===== src/rtl/mem_access.sv =====
`default_nettype none
// ============================================================================
// Module      : mem_access
// Description : Load/store unit between the EX/MEM register and a word-wide
//               data memory. Sub-word stores are merged read-modify-write.
//               Optional alignment checking: define MEM_MISALIGN_CHK_EN.
// Revision    : 1.0 - initial release
// ============================================================================
module mem_access (
  input  logic        clk,
  input  logic        rst,
  input  logic        req_valid,
  input  logic        req_we,
  input  logic [1:0]  req_size,
  input  logic        req_unsigned,
  input  logic [31:0] req_addr,
  input  logic [31:0] req_wdata,
  output logic        stall,
  output logic [9:0]  dm_addr,
  output logic [31:0] dm_din,
  output logic        dm_we,
  input  logic [31:0] dm_dout,
  output logic        ld_valid,
  output logic [31:0] ld_data,
  output logic        misalign
);

  typedef enum logic [0:0] {
    S_IDLE  = 1'b0,
    S_WRITE = 1'b1
  } state_t;

  state_t      state_q, state_d;
  logic [11:0] addr_q, addr_d;
  logic [1:0]  size_q, size_d;
  logic [15:0] wdata_q, wdata_d;
  logic [31:0] rdata_q, rdata_d;
  logic [31:0] ld_data_q, ld_data_d;
  logic        ld_valid_q, ld_valid_d;
  logic        misalign_q, misalign_d;

  logic        req_misaligned;
  logic [7:0]  lane_b;
  logic [15:0] lane_h;
  logic [31:0] load_ext;
  logic [31:0] merged;
  logic        unused_addr_hi;

  assign unused_addr_hi = ^req_addr[31:12];

`ifdef MEM_MISALIGN_CHK_EN
  assign req_misaligned = ((req_size == 2'b01) && req_addr[0]) ||
                          (req_size[1] && (req_addr[1:0] != 2'b00));
`else
  assign req_misaligned = 1'b0;
`endif

  // Halfword lane selection deliberately ignores addr[0].
  assign lane_b = dm_dout[{req_addr[1:0], 3'b000} +: 8];
  assign lane_h = dm_dout[{req_addr[1], 4'b0000} +: 16];

  always_comb begin
    case (req_size)
      2'b00:   load_ext = {{24{~req_unsigned & lane_b[7]}}, lane_b};
      2'b01:   load_ext = {{16{~req_unsigned & lane_h[15]}}, lane_h};
      default: load_ext = dm_dout;
    endcase
  end

  always_comb begin
    merged = rdata_q;
    if (size_q == 2'b00) begin
      merged[{addr_q[1:0], 3'b000} +: 8] = wdata_q[7:0];
    end else begin
      merged[{addr_q[1], 4'b0000} +: 16] = wdata_q;
    end
  end

  always_comb begin
    state_d    = state_q;
    addr_d     = addr_q;
    size_d     = size_q;
    wdata_d    = wdata_q;
    rdata_d    = rdata_q;
    ld_data_d  = ld_data_q;
    ld_valid_d = 1'b0;
    misalign_d = 1'b0;
    dm_addr    = req_addr[11:2];
    dm_din     = req_wdata;
    dm_we      = 1'b0;
    stall      = 1'b0;

    case (state_q)
      S_IDLE: begin
        if (req_valid && req_misaligned) begin
          misalign_d = 1'b1;
        end else if (req_valid && req_we) begin
          if (req_size[1]) begin
            dm_we = 1'b1;
          end else begin
            addr_d  = req_addr[11:0];
            size_d  = req_size;
            wdata_d = req_wdata[15:0];
            rdata_d = dm_dout;
            stall   = 1'b1;
            state_d = S_WRITE;
          end
        end else if (req_valid) begin
          ld_valid_d = 1'b1;
          ld_data_d  = load_ext;
        end
      end
      // Request inputs here are the held copy of the store being finished.
      S_WRITE: begin
        dm_addr = addr_q[11:2];
        dm_din  = merged;
        dm_we   = 1'b1;
        state_d = S_IDLE;
      end
      default: state_d = S_IDLE;
    endcase

    if (rst) begin
      dm_we = 1'b0;
      stall = 1'b0;
    end
  end

  always_ff @(posedge clk) begin
    if (rst) begin
      state_q    <= S_IDLE;
      addr_q     <= '0;
      size_q     <= '0;
      wdata_q    <= '0;
      rdata_q    <= '0;
      ld_data_q  <= '0;
      ld_valid_q <= 1'b0;
      misalign_q <= 1'b0;
    end else begin
      state_q    <= state_d;
      addr_q     <= addr_d;
      size_q     <= size_d;
      wdata_q    <= wdata_d;
      rdata_q    <= rdata_d;
      ld_data_q  <= ld_data_d;
      ld_valid_q <= ld_valid_d;
      misalign_q <= misalign_d;
    end
  end

  assign ld_valid = ld_valid_q;
  assign ld_data  = ld_data_q;
  assign misalign = misalign_q;

endmodule
`default_nettype wire


===== config.mk =====
export PLATFORM = sky130hd
export DESIGN_NAME = mem_access
export DESIGN_NICKNAME = d
export VERILOG_FILES = /design/src/rtl/mem_access.sv
export SDC_FILE = /design/constraint.sdc
export NUM_CORES = 1
export LEC_CHECK = 0
export ABC_AREA = 1
export BUFFER_PORTS_ARGS = -buffer_cell sky130_fd_sc_hd__buf_4
export CAP_MARGIN = 20
export CELL_PAD_IN_SITES_DETAIL_PLACEMENT = 1
export CELL_PAD_IN_SITES_GLOBAL_PLACEMENT = 2
export CORE_MARGIN = 1.5
export CORE_UTILIZATION = 24
export DETAILED_ROUTE_END_ITERATION = 10
export PLACE_DENSITY = 0.77
export REMOVE_ABC_BUFFERS = 1
export SETUP_SLACK_MARGIN = 0.1
export SYNTH_ARGS = -nofsm -noshare
export SYNTH_HDL_FRONTEND = slang
export SYNTH_SLANG_ARGS = --single-unit

===== constraint.sdc =====
create_clock -name clk -period 2.1 [get_ports clk]
set_input_delay 0.42 -clock clk [delete_from_list [all_inputs] [get_ports clk]]
set_output_delay 0.42 -clock clk [all_outputs]
set_load 0.01 [all_outputs]

After elaboration in Yosys (flattened, before gate mapping)

Index checks and enable logic that the tools add are counted.

Register bits: 95
Input bits: 103
Word-level logic and storage cells: 44
Output and inout port bits: 78

Add/subtract/negate cells: 2
Bitwise gates (word level): 6
Shifts and indexed selects: 6
Reductions and logical operators: 6
Equal/unequal tests: 1
Multiplexer cells: 16

Operator list:

| kind                    | count |
|---|---|
| $bwmux 32               | 2 |
| $mux 32                 | 2 |
| $pmux 32 s2             | 1 |
| $shift 16x7->32 const A | 1 |
| $shift 8x7->32 const A  | 1 |
| $shiftx 16x7->32        | 1 |
| $shiftx 32x6->16        | 1 |
| $shiftx 32x6->8         | 1 |
| $shiftx 8x7->32         | 1 |
| $neg 5->7               | 2 |
| $mux 10                 | 1 |
| $mux 1                  | 8 |
| $reduce_and 3->1        | 2 |
| $logic_not 2->1         | 2 |
| $not 1->1               | 4 |
| $pmux 1 s2              | 2 |
| $reduce_or 3->1         | 1 |
| $and 1x1->1             | 2 |
| $eq 2x1->1 const B      | 1 |
| $logic_and 1x1->1       | 1 |

Logic depth before layout (Yosys ltp)

Depth in word-level cells: 5
Depth in mapped cells: 10
Depth with buffers taken out: 9

Least setup slack after synthesis

No wires, ideal clock.

Kind: register -> output
From: register addr_q[1]
To: output dm_din[16]
Stages on the path, launching flop included: 10
Buffers on the path: 1
Slack: -0.150 ns
Arrival: 1.830 ns
Required time: 1.680 ns
Path through: dfxtp_1 > clkinv_1 > buf_2 > ha_1 > inv_1 > nor2_1 > nand3_1 > o22ai_1 > nand2_1 > a21oi_1

Word-level cells in the longest chain between the ends: 5
Elaborated cells between the ends (all ways): 10
Those cells by class: add/sub (2); shift (4); mux (4)

RTL lines:

| element                                  | RTL line | RTL |
|---|---|---|
| start: declaration                       | 34       | `logic [11:0] addr_q, addr_d;` |
| start signal: assignment                 | 141      | `addr_q <= addr_d;` |
| $neg 5->7, on equally long branches      | 75, 73   |  |
| $shiftx 16x7->32 (tied with other cells) | 75       | `merged[{addr_q[1], 4'b0000} +: 16] = wdata_q;` |
| $bwmux 32, on equally long branches      | 75, 73   |  |
| $mux 32 (*)                              | 72       | `if (size_q == 2'b00) begin` |
| $mux 32 (*)                              | 93       | `case (state_q)` |
| end: declaration                         | 20       | `output logic [31:0] dm_din,` |

Mark *: on every way between the ends. The rest lies on a longest branch, timed or not.

Final worst setup path

From: register addr_q[0]
To: output dm_din[1]

Word-level cells in the longest chain between the ends: 5
Elaborated cells between the ends (all ways): 6
Those cells by class: add/sub (1); shift (2); mux (3)

RTL lines:

| element                                           | RTL line | RTL |
|---|---|---|
| $neg 5->7 (*)                                     | 73       | `merged[{addr_q[1:0], 3'b000} +: 8] = wdata_q[7:0];` |
| $shiftx 8x7->32 or $shift 8x7->32 (tied branches) | 73       |  |
| $bwmux 32 (*)                                     | 73       |  |
| $mux 32 (*)                                       | 72       |  |
| $mux 32 (*)                                       | 93       |  |

Marks and branches as above.

==> flow_summary.toml <==
[detailed_routing]
routed_wl_um = 22300
drt_pass1_iterations = 4
first_iter_violations = 239
antenna_left = 0
wl_per_cell_um = 17.3
via_per_inst = 4.77
drc = 0
vias = 6141

[timing]
rsz0062_at_grt = "true"
skew_ns = 0.00737
layout_setup_ws_ns = -0.350
min_period_ns = 2.45
finalMaxSlewViolations = 0
fin_setup_tns_ns = -8.26
finalHoldViolCount = 0
max_freq_mhz = 408
setup_viol = 32
fin_crit_sh_pct = 117

[worst_setup_path]
slowest_delay_ns = 0.33
crit_slowest_cell = "dfxtp_2"
crit_path_end = "dm_din[1]"
path_max_fanout = 4
critPathRequiredTime_ns = 1.68
startpoint_type = "flip-flop"
reg2reg_depth = 6
cp-end-kind = "output port"
r2r_setup_slack_ns = 0.43
r2r-start = "state_q"
crit_type = "flip-flop to output port"
path_cells = "inv_2 > ha_4 > buf_8 > nand4_1 > buf_4 > buf_6 > o22ai_2 > nand2_1 > a21oi_2 > buf_4"
crit_path_start = "addr_q[0]"
cpMostUsedCell = "buf_4"
r2r-end = "ld_data[16]"
crit_arrival_ns = 2.03

[pwr]
pwr_density_cell_mw_per_mm2 = 620
power.total_w = 0.00488
total_leakage_power_nw = 3.31
vdd_drop_max_mv = 0.311

[clocking]
cts_hold_buf = 0
clk_pin_slew_ns = 0.08
tritoncts = "built"
clock_sinks = 95
cts_inserted_buffers = 9
cts_buffer_depth = 2
clk_latency_ns = 0.37
cts_root_buf = "clkbuf_16"
h-tree-depth = 3

[placed_design]
place_congestion = 0.777
dp_hpwl_um = 15900
io_buffers = 159
pre_cts_slack_ns = -0.0865
placed_area_mm2 = 0.00703

[floorplan]
dieWidth_um = 154
rows = 55
core_region_area_mm2 = 0.0225
pin_count = 181
initial_core_util_pct = 24.3
die_h_um = 154
die_area_mm2 = 0.0237

[run_status]
status = "finished, violations left"
violations = "setup timing"

[grt]
grt_usage_pct = 18.4
grt_max_degree = 80
use_met2_pct = 30.2
grt_most_used_layer = "met2"
use_met3_pct = 3.04
met1_usage_pct = 25.0
grt_overflow_total = 0
grt_pass1_vias = 6196
grt_first_pass_wirelength_um = 34200
antenna_found_initial = 0

[synth]
avgSynthCellArea_um2 = 6.47
netlist_instances = 845
synth_seq_area_share_pct = 34.8
synth_warnings = 0
ys_types = 32
synth.cell_area_mm2 = 0.00547
synth_seq_cells = 95

[finish]
antenna_cells = 0
fin_nets = 1106
postLayoutCellArea_mm2 = 0.00787
syn_to_final_growth_pct = 43.8
drive_above_1_share_pct = 33.4

[job]
cap_violations = 0

[worst_hold_path]
min-delay-path-class = "input port to flip-flop"
==> Yosys cell counts (all sizes together) <==
library cell  instances  area (µm²)
nor2                 78         322
a211oi                1        7.51
nand2               196         753
o21a                  7        52.6
or2                   1        6.26
a21oi               151         805
dfxtp                95        1900
o211ai                7        52.6
o21ai               111         556
o22ai                32         200
a41oi                 1        8.76
conb                  1        3.75
buf                  28         189
nand3                18         100
nand4                 8        50.1
clkbuf               37         139
clkinv                1        3.75
ha                    5        62.6
inv                  67         256
==> flip-flops by register name, indices dropped and copies added (netlist names) <==
register  flops
addr_q       12
ld_data      32
ld_valid      1
rdata_q      32
size_q        1
state_q       1
wdata_q      16
==> layout by cell type (no fill, tap or decap), types with 4 or more instances in the layout <==
master       n
buf_4      191
nand2_1    186
o21ai_0    111
a21oi_1    109
dfxtp_1     92
nor2_1      72
inv_1       58
a21oi_2     41
o22ai_2     28
buf_6       12
nand3_1      9
clkbuf_16    9
nand2_2      8
nand4_1      8
nand3_2      7
o21a_1       7
o211ai_1     7
inv_2        5
clkinv_4     4
==> how the worst min path moves through the flow <==
stage	startpoint	endpoint	slack [ns]	depth (start not counted)
2_1_floorplan	rdata_q[0]	rdata_q[0]	0.45	2
3_3_place_gp	rdata_q[4]	rdata_q[4]	0.46	2
3_5_place_dp	rdata_q[7]	rdata_q[7]	0.46	2
4_1_cts	rst	state_q	0.23	2
5_1_grt	rst	state_q	0.24	2
6_report	rst	state_q	0.24	2
==> where the power goes <==
part	total, W	switching, W	internal, W	leakage (nW)
clock network	0.00168	0.000853	0.000825	0.135
registers	0.00198	0.0000666	0.00191	0.781
logic	0.00122	0.000683	0.000536	2.39
total	0.00488	0.00160	0.00327	3.31
==> routing by layer <==
layer  vias to the layer above  wire, µm
met4                         0       365
met5                         -         0
met3                        20       704
met2                       113     10500
li1                       3120         -
met1                      2888     10700
==> per-stage QoR <==
step | hold WS, ns | std cells | util, %
after floorplan | 0.446 | 780 | -
after global placement | 0.460 | 1264 | 31.2
after detailed placement | 0.465 | 1264 | 31.2
after CTS | 0.234 | 1282 | 33.2
after global routing | 0.240 | 1288 | 35.0
final | 0.240 | 1288 | 35.0
==> area by class of cell <==
| cell class | instances | area [µm²] |
|---|---|---|
| flip-flops and latches | 95 | 1910 |
| multi-input cells | 617 | 3400 |
| clock inverters | 6 | 53.8 |
| repair buffers | 207 | 1640 |
| fillers | 2813 | 14600 |
| inverters | 68 | 273 |
| well taps | 285 | 357 |
| clock buffers | 10 | 229 |
==> logic make-up after synthesis <==
family	Yosys count	synth area share, %
buffers and inverters	133	10.8
AO/OA/AOI/OAI	310	30.7
AND/OR/NAND/NOR	301	22.5
flip-flops	95	34.8
other	1	0.0686
adder cells (fa/ha/maj)	5	1.14
==> critical path: cells and delay by family, from the launching register on <==
kind	cells	cell delay [ns]
flip-flops	1	0.33
AO/OA/AOI/OAI	2	0.25
buffers and inverters	5	0.67
adder cells (fa/ha/maj)	1	0.17
AND/OR/NAND/NOR	2	0.23
==> what timing repair did <==
action,4_1_cts,5_1_grt
buffers inserted,2,7
pin swaps,10,26
setup endpoints to repair,32,42
gates cloned,0,0
gates resized for setup,41,70
Power figures use the tool's default switching activity.
